==> config.mk <==
export PLATFORM = sky130hd
export DESIGN_NAME = serial_adder
export DESIGN_NICKNAME = d
export VERILOG_FILES = /design/src/rtl/serial_adder_pkg.sv /design/src/rtl/serial_add_cell.sv /design/src/rtl/serial_adder.sv
export SDC_FILE = /design/constraint.sdc
export NUM_CORES = 1
export LEC_CHECK = 0
export ABC_CLOCK_PERIOD_IN_PS = 1350
export BUFFER_PORTS_ARGS = -buffer_cell sky130_fd_sc_hd__buf_2
export CORE_MARGIN = 2
export CORE_UTILIZATION = 40
export DETAILED_ROUTE_END_ITERATION = 12
export GPL_ROUTABILITY_DRIVEN = 0
export GPL_TIMING_DRIVEN = 0
export MAX_ROUTING_LAYER = met4
export PLACE_DENSITY_LB_ADDON = 0.05
export SETUP_SLACK_MARGIN = 0.05
export SYNTH_ARGS = -nofsm -noshare
export SYNTH_HDL_FRONTEND = slang
export SYNTH_SLANG_ARGS = --single-unit
==> constraint.sdc <==
create_clock -name clk -period 1.35 [get_ports clk]
set_input_delay 0 -clock clk [delete_from_list [all_inputs] [get_ports clk]]
set_output_delay 0 -clock clk [all_outputs]
set_load 0.1 [all_outputs]
==> src/rtl/serial_adder_pkg.sv <==
// Shared types and constants for the bit-serial adder.
// Used by serial_adder and its cell.
package serial_adder_pkg;

  localparam int WIDTH_MAX = 32;

  typedef enum logic [1:0] {
    ST_IDLE  = 2'd0,
    ST_SHIFT = 2'd1,
    ST_DONE  = 2'd2
  } state_t;

endpackage

==> src/rtl/serial_add_cell.sv <==
// Combinational 1-bit full adder.
// The single arithmetic cell used by serial_adder.
module serial_add_cell (
  input  logic a,
  input  logic b,
  input  logic ci,
  output logic s,
  output logic co
);

  assign s  = a ^ b ^ ci;
  assign co = (a & b) | (a & ci) | (b & ci);

endmodule

==> src/rtl/serial_adder.sv <==
// Bit-serial WIDTH-bit adder, LSB first, one bit per clock.
// Define SERIAL_ADDER_OVF_EN to add a signed overflow output (ovf).
module serial_adder
  import serial_adder_pkg::*;
#(
  parameter int WIDTH = 8
) (
  input  logic             clk,
  input  logic             rst_n,
  input  logic             start,
  input  logic [WIDTH-1:0] a,
  input  logic [WIDTH-1:0] b,
  input  logic             ci,
  output logic             busy,
  output logic             done,
  output logic [WIDTH-1:0] sum,
  output logic             co
`ifdef SERIAL_ADDER_OVF_EN
  ,
  output logic             ovf
`endif
);

  localparam int CW = (WIDTH > 1) ? $clog2(WIDTH) : 1;
  localparam logic [CW-1:0] CNT_LAST = CW'(WIDTH - 1);

  state_t           state_q, state_d;
  logic [WIDTH-1:0] a_q, a_d;
  logic [WIDTH-1:0] b_q, b_d;
  logic [WIDTH-1:0] sum_q, sum_d;
  logic [CW-1:0]    cnt_q, cnt_d;
  logic             carry_q, carry_d;
  logic             co_q, co_d;
`ifdef SERIAL_ADDER_OVF_EN
  logic             ovf_q, ovf_d;
`endif

  logic cell_s;
  logic cell_co;

  serial_add_cell u_cell (
    .a  (a_q[0]),
    .b  (b_q[0]),
    .ci (carry_q),
    .s  (cell_s),
    .co (cell_co)
  );

  always_comb begin
    state_d = state_q;
    a_d     = a_q;
    b_d     = b_q;
    sum_d   = sum_q;
    cnt_d   = cnt_q;
    carry_d = carry_q;
    co_d    = co_q;
`ifdef SERIAL_ADDER_OVF_EN
    ovf_d   = ovf_q;
`endif
    unique case (state_q)
      ST_IDLE, ST_DONE: begin
        if (start) begin
          state_d = ST_SHIFT;
          a_d     = a;
          b_d     = b;
          carry_d = ci;
          cnt_d   = '0;
          sum_d   = '0;
          co_d    = 1'b0;
`ifdef SERIAL_ADDER_OVF_EN
          ovf_d   = 1'b0;
`endif
        end else begin
          state_d = ST_IDLE;
        end
      end
      ST_SHIFT: begin
        sum_d   = {cell_s, sum_q[WIDTH-1:1]};
        carry_d = cell_co;
        a_d     = {1'b0, a_q[WIDTH-1:1]};
        b_d     = {1'b0, b_q[WIDTH-1:1]};
        cnt_d   = cnt_q + 1'b1;
        if (cnt_q == CNT_LAST) begin
          state_d = ST_DONE;
          cnt_d   = '0;
          co_d    = cell_co;
`ifdef SERIAL_ADDER_OVF_EN
          // carry into the MSB is the carry feeding this last cell
          ovf_d   = carry_q ^ cell_co;
`endif
        end
      end
      default: state_d = ST_IDLE;
    endcase
  end

  always_ff @(posedge clk or negedge rst_n) begin
    if (!rst_n) begin
      state_q <= ST_IDLE;
      a_q     <= '0;
      b_q     <= '0;
      sum_q   <= '0;
      cnt_q   <= '0;
      carry_q <= 1'b0;
      co_q    <= 1'b0;
`ifdef SERIAL_ADDER_OVF_EN
      ovf_q   <= 1'b0;
`endif
    end else begin
      state_q <= state_d;
      a_q     <= a_d;
      b_q     <= b_d;
      sum_q   <= sum_d;
      cnt_q   <= cnt_d;
      carry_q <= carry_d;
      co_q    <= co_d;
`ifdef SERIAL_ADDER_OVF_EN
      ovf_q   <= ovf_d;
`endif
    end
  end

  assign busy = (state_q == ST_SHIFT);
  assign done = (state_q == ST_DONE);
  assign sum  = sum_q;
  assign co   = co_q;
`ifdef SERIAL_ADDER_OVF_EN
  assign ovf  = ovf_q;
`endif

endmodule
Word level (Yosys, flattened, before mapping)
Index checks and enable logic that the tools add are counted.
{"block": "totals", "out_inout_bits": 11, "reg_bits": 31, "input_bits": 20, "word_cells": 42}
{"block": "op_classes", "addsub": 1, "muxes": 17, "n_reduce_logical": 5, "bitwise": 7, "n_eq_ne": 5}
{"cell": "$pmux W8 S2", "count": 3}
{"cell": "$mux W8", "count": 3}
{"cell": "$mux W3", "count": 2}
{"cell": "$pmux W3 S2", "count": 1}
{"cell": "$mux W1", "count": 4}
{"cell": "$pmux W1 S2", "count": 2}
{"cell": "$pmux W2 S2", "count": 1}
{"cell": "$add A3 B1 Y3 const B", "count": 1}
{"cell": "$and A1 B1 Y1", "count": 3}
{"cell": "$eq A3 B3 Y1 const B", "count": 1}
{"cell": "$reduce_and A3 Y1", "count": 1}
{"cell": "$eq A2 B1 Y1 const B", "count": 1}
{"cell": "$eq A2 B2 Y1 const B", "count": 1}
{"cell": "$logic_not A2 Y1", "count": 1}
{"cell": "$mux W2", "count": 1}
{"cell": "$ne A2 B1 Y1 const B", "count": 1}
{"cell": "$ne A2 B2 Y1 const B", "count": 1}
{"cell": "$or A1 B1 Y1", "count": 2}
{"cell": "$reduce_and A2 Y1", "count": 1}
{"cell": "$reduce_bool A2 Y1", "count": 1}
{"cell": "$reduce_or A2 Y1", "count": 1}
{"cell": "$xor A1 B1 Y1", "count": 2}

Logic depth before layout (Yosys ltp)
{"block": "depth", "depth_word": 5, "depth_mapped": 5, "mapped_depth_nobuf": 5}

Modules after synthesis
From an unflattened synthesis, not the netlist that was laid out.
{"block": "unflattened", "cells_unflattened": 155, "hier_area_um2": 1634.1}
{"module": "serial_adder", "area_each_um2": 1614.0, "seq_area_each_um2": 775.7, "instances": 1, "cells_each": 154}
{"module": "serial_add_cell", "area_each_um2": 20.0, "seq_area_each_um2": 0.0, "instances": 1, "cells_each": 1}

Worst setup path before layout
OpenSTA, ideal clock, no wires.
{"block": "synth_path", "path_type": "register to output", "from": "register state_q[1]", "to": "output port done", "stages_incl_launch_ff": 4, "path_slack_ns": -0.685, "n_path_buf": 2, "arrival_time_ns": 2.035, "t_required_ns": 1.350, "path_cell_list": "dfrtp_1 buf_6 buf_6 nor2b_1"}
{"block": "synth_between", "elab_chain_len": 1}
{"item": "from (decl)", "line": "serial_adder.sv:27", "source": "state_t state_q, state_d;"}
{"item": "from (signal assigned)", "line": "serial_adder.sv:110", "source": "state_q <= state_d;"}
{"item": "$eq A2 B2 Y1", "line": "serial_adder.sv:124", "source": "assign done = (state_q == ST_DONE);"}
{"item": "to (decl)", "line": "serial_adder.sv:15", "source": "output logic done,"}
No other way between the ends.

Worst setup path after layout
{"block": "layout_path", "from": "register cnt_q[1]", "to": "register cnt_q[2]"}
{"block": "layout_between", "elab_chain_len": 3, "word_cells_on_any_way": 4, "classes_between": "add/sub (1); eq/ne (1); mux (2)"}
{"item": "from (decl)", "line": "serial_adder.sv:31", "source": "logic [CW-1:0] cnt_q, cnt_d;"}
{"item": "from (signal assigned)", "line": "serial_adder.sv:114", "source": "cnt_q <= cnt_d;"}
{"item": "$add A3 B1 Y3 or $eq A3 B3 Y1 (tied branches)", "line": "serial_adder.sv:82, serial_adder.sv:83"}
{"item": "$mux W3 *", "line": "serial_adder.sv:83", "source": "if (cnt_q == CNT_LAST) begin"}
{"item": "$pmux W3 S2 *", "line": "serial_adder.sv:60", "source": "unique case (state_q)"}
Every way passes the cells marked *; elsewhere a longest branch is shown, timed or not.
A chain may end at the register's enable or synchronous reset.

==> results.cfg <==
[die]
dieArea_um2 = 4770
fp.dieW_um = 69.1
ios = 31
rows = 23
core_area_um2 = 4030
start_util_pct = 42.0
die_h_um = 69.1

[clock_tree]
cts-root-buf = clkbuf_8
cts_tree = built
clk_pin_slew_ns = 0.07
cts_made_buffers = 5
cts.path.max_buffers = 2
clock_latency_ns = 0.29
cts_sinks = 31
htree_levels = 2

[global_routing]
grt_pass1_wl_mm = 6.89
antenna_found_initial = 0
grt_pass1_vias = 1464
grt-ovfl-total = 0
grt_max_degree = 32
grtUsageTotal_pct = 18.5

[setup_path]
cp_max_fo = 2
rr_endpoint = cnt_q[2]
crit_required_ns = 1.53
max_stage_delay_ns = 0.39
r2r-start = cnt_q[1]
crit_path_start = cnt_q[1]
path_cells = ha_2 > ha_4 > mux2_4 > a22o_1
crit_path_end_kind = register
ff2ff_path_depth = 4
crit_arrival_ns = 1.52
path_class = reg -> reg
cp_slowest_cell = dfrtp_1
start_kind = register
reg2reg_slack_ns = 0.004

[timing]
whs_ns = -0.00290
fmax_mhz = 743
hold_violations = 1
finalCriticalPeriod_ns = 1.35
timing.final.crit_share_pct = 99.7
rsz0062_at_grt = yes
skew_ns = 0.00725
setup_slack_ns = 0.00440
slew_headroom_pct = 52.9
worst_pin_slew_ns = 0.707
maxSlewViolCount = 0
finalSetupViolCount = 0

[hold_path]
min_from = b[5]
hold_path_depth = 3
holdCritPathClass = in -> reg
min_to = b_q[5]

[drt]
drtIter0Drc = 49
wirelength_mm = 3.96
routedWlPerCell_um = 14.2
drc = 0
viasPerCell = 5.21
vias = 1447
first_pass_iters = 4
drtAntennaViolNets = 0

[run]
maxCapViolations = 0

[synth]
yosys.area_share.simple_pct = 15.6
yosys-mux-area-fraction_pct = 14.2
syn-cell-area_um2 = 1690
synth_compound_area_share_pct = 16.1
ys_types = 25
syn_inst = 167
synth_fa_ha_area_share_pct = 2.66
synth_top_family_by_area = compound AO/OA/AOI/OAI gates
yosysSeqAreaShare_pct = 45.8
ys_seq_elements = 31
postSynthAreaPerCell_um2 = 10.1
synth_fp_nets = 190
synth-xor-area-share_pct = 0
yosysWarnings = 0

[layout]
post-route-util_pct = 58.1
diodes = 0
fin_nets = 250
drive_gt1_share_pct = 38.2
area_growth_syn_to_layout_pct = 38.2
stdcell_area_um2 = 2340

[outcome]
outcome = finished, violations left
violations = hold timing

[place]
place.port_buffers = 29
dpl-instance-area_um2 = 1970
hpwl_mm = 2.57
dp_slack_ns = 0.00223

[power]
p_switching_mw = 2.63
p_clk_share_pct = 12.8
leakage_nw = 1.02
ir_worst_vdd_mv = 0.980
total_power_mw = 5.57
comb_power_share_pct = 57.0
switching_share_pct = 47.1
p_int_mw = 2.95
p_seq_share_pct = 30.3
p_per_area_nw_per_um2 = 2380
-- routing by layer --
layer / global-route usage (%) / wire length (µm)
met1: 24.0 / 1860
met2: 28.3 / 1870
met3: 5.56 / 182
met4: 4.79 / 42
met5: - / 0
-- timing repair --
action,4_1_cts,5_1_grt
pin swaps,0,1
hold buffers,12,0
setup endpoints to repair,3,23
hold endpoints to repair,42,0
resized for setup,9,16
buffers inserted,8,4
-- synth_stat cells --
| library cell | count | area (µm²) |
|---|---|---|
| inv_1 | 5 | 18.8 |
| mux2i_1 | 15 | 150 |
| buf_4 | 1 | 7.51 |
| nor2b_1 | 15 | 93.8 |
| buf_6 | 2 | 22.5 |
| nor3_1 | 3 | 15.0 |
| clkbuf_1 | 2 | 7.51 |
| mux2_1 | 1 | 11.3 |
| a21oi_1 | 14 | 70.1 |
| nand3b_1 | 1 | 7.51 |
| nor2_1 | 4 | 15.0 |
| mux2_2 | 7 | 78.8 |
| and2_1 | 1 | 6.26 |
| o22ai_1 | 2 | 12.5 |
| fa_1 | 1 | 20.0 |
| a21o_1 | 1 | 7.51 |
| nand2b_1 | 12 | 75.1 |
| dfrtp_1 | 31 | 776 |
| o21ai_0 | 10 | 50.1 |
| ha_1 | 2 | 25.0 |
| buf_2 | 8 | 40.0 |
| a211oi_1 | 13 | 97.6 |
| nand2_1 | 7 | 26.3 |
| a22o_1 | 4 | 35.0 |
| nand3_1 | 5 | 25.0 |
-- placed cells by master (no fill, tap or decap), types with 2 or more instances in the layout --
| master | n |
|---|---|
| clkbuf_8 | 5 |
| buf_4 | 9 |
| nor3_2 | 2 |
| nand2b_1 | 10 |
| buf_2 | 33 |
| a21oi_1 | 14 |
| inv_1 | 3 |
| buf_12 | 3 |
| nor2_1 | 4 |
| buf_6 | 6 |
| nor2b_1 | 14 |
| nand2_1 | 7 |
| clkinv_2 | 3 |
| mux2i_1 | 15 |
| a22o_1 | 4 |
| o21ai_0 | 9 |
| dfrtp_1 | 22 |
| nand3_1 | 5 |
| mux2_4 | 3 |
| dlygate4sd3_1 | 12 |
| o22ai_1 | 2 |
| nand2b_4 | 2 |
| mux2_2 | 5 |
| a211oi_1 | 13 |
| dfrtp_2 | 9 |
-- cell families (layout without fill, tap and decap cells) --
family                     Yosys count  in the layout
AOI/OAI and AO/OA                   44             44
adders and majority gates            3              3
DFF                                 31             31
muxes                               23             23
buffers and inverters               18             79
and+or+nand+nor                     48             48
-- power groups by stage --
stage / Sequential (mW) / Combinational (mW) / Clock, mW
after global routing: 1.75 / 3.44 / 0.780
final: 1.69 / 3.17 / 0.711
after global placement: 1.70 / 2.77 / 0
after CTS: 1.69 / 3.04 / 0.731
after detailed placement: 1.72 / 2.83 / 0
after floorplan: 2.48 / 1.52 / 0
-- worst max-delay path: cells and delay by family, from the launching register on --
kind | cells | cell delay, ns
AO/OA/AOI/OAI | 1 | 0.18
adder cells (fa/ha/maj) | 2 | 0.40
flip-flops | 1 | 0.39
multiplexers | 1 | 0.26
-- cell type report --
class | instances | area [µm²]
repair buffers | 53 | 400
fillers | 371 | 1690
multi-input cells | 118 | 881
inverters | 5 | 22.5
well taps | 50 | 62.6
flip-flops and latches | 31 | 787
plain buffers | 13 | 104
clock buffers | 5 | 68.8
clock inverters | 3 | 15.0
-- registers in the layout (all words and copies together) (netlist names) --
register	count
cnt_q	3
state_q	2
a_q	8
carry_q	1
co	1
sum	8
b_q	8
-- through the flow --
stage          instances    TNS, ns
2_1_floorplan        167     -0.415
3_3_place_gp         246  -0.000208
3_5_place_dp         246          0
4_1_cts              274          0
5_1_grt              278    -0.0165
6_report             278          0
-- how the worst max path moves through the flow --
stage	end	slack, ns	depth (start not counted)
floorplan	b_q[1]	-0.12	5
global placement	done	-0.0002	4
detailed placement	cnt_q[2]	0.002	4
CTS	cnt_q[2]	0.01	4
global route	cnt_q[2]	-0.02	4
finish	cnt_q[2]	0.004	4
Note: power is estimated with default switching activity, not from simulation.
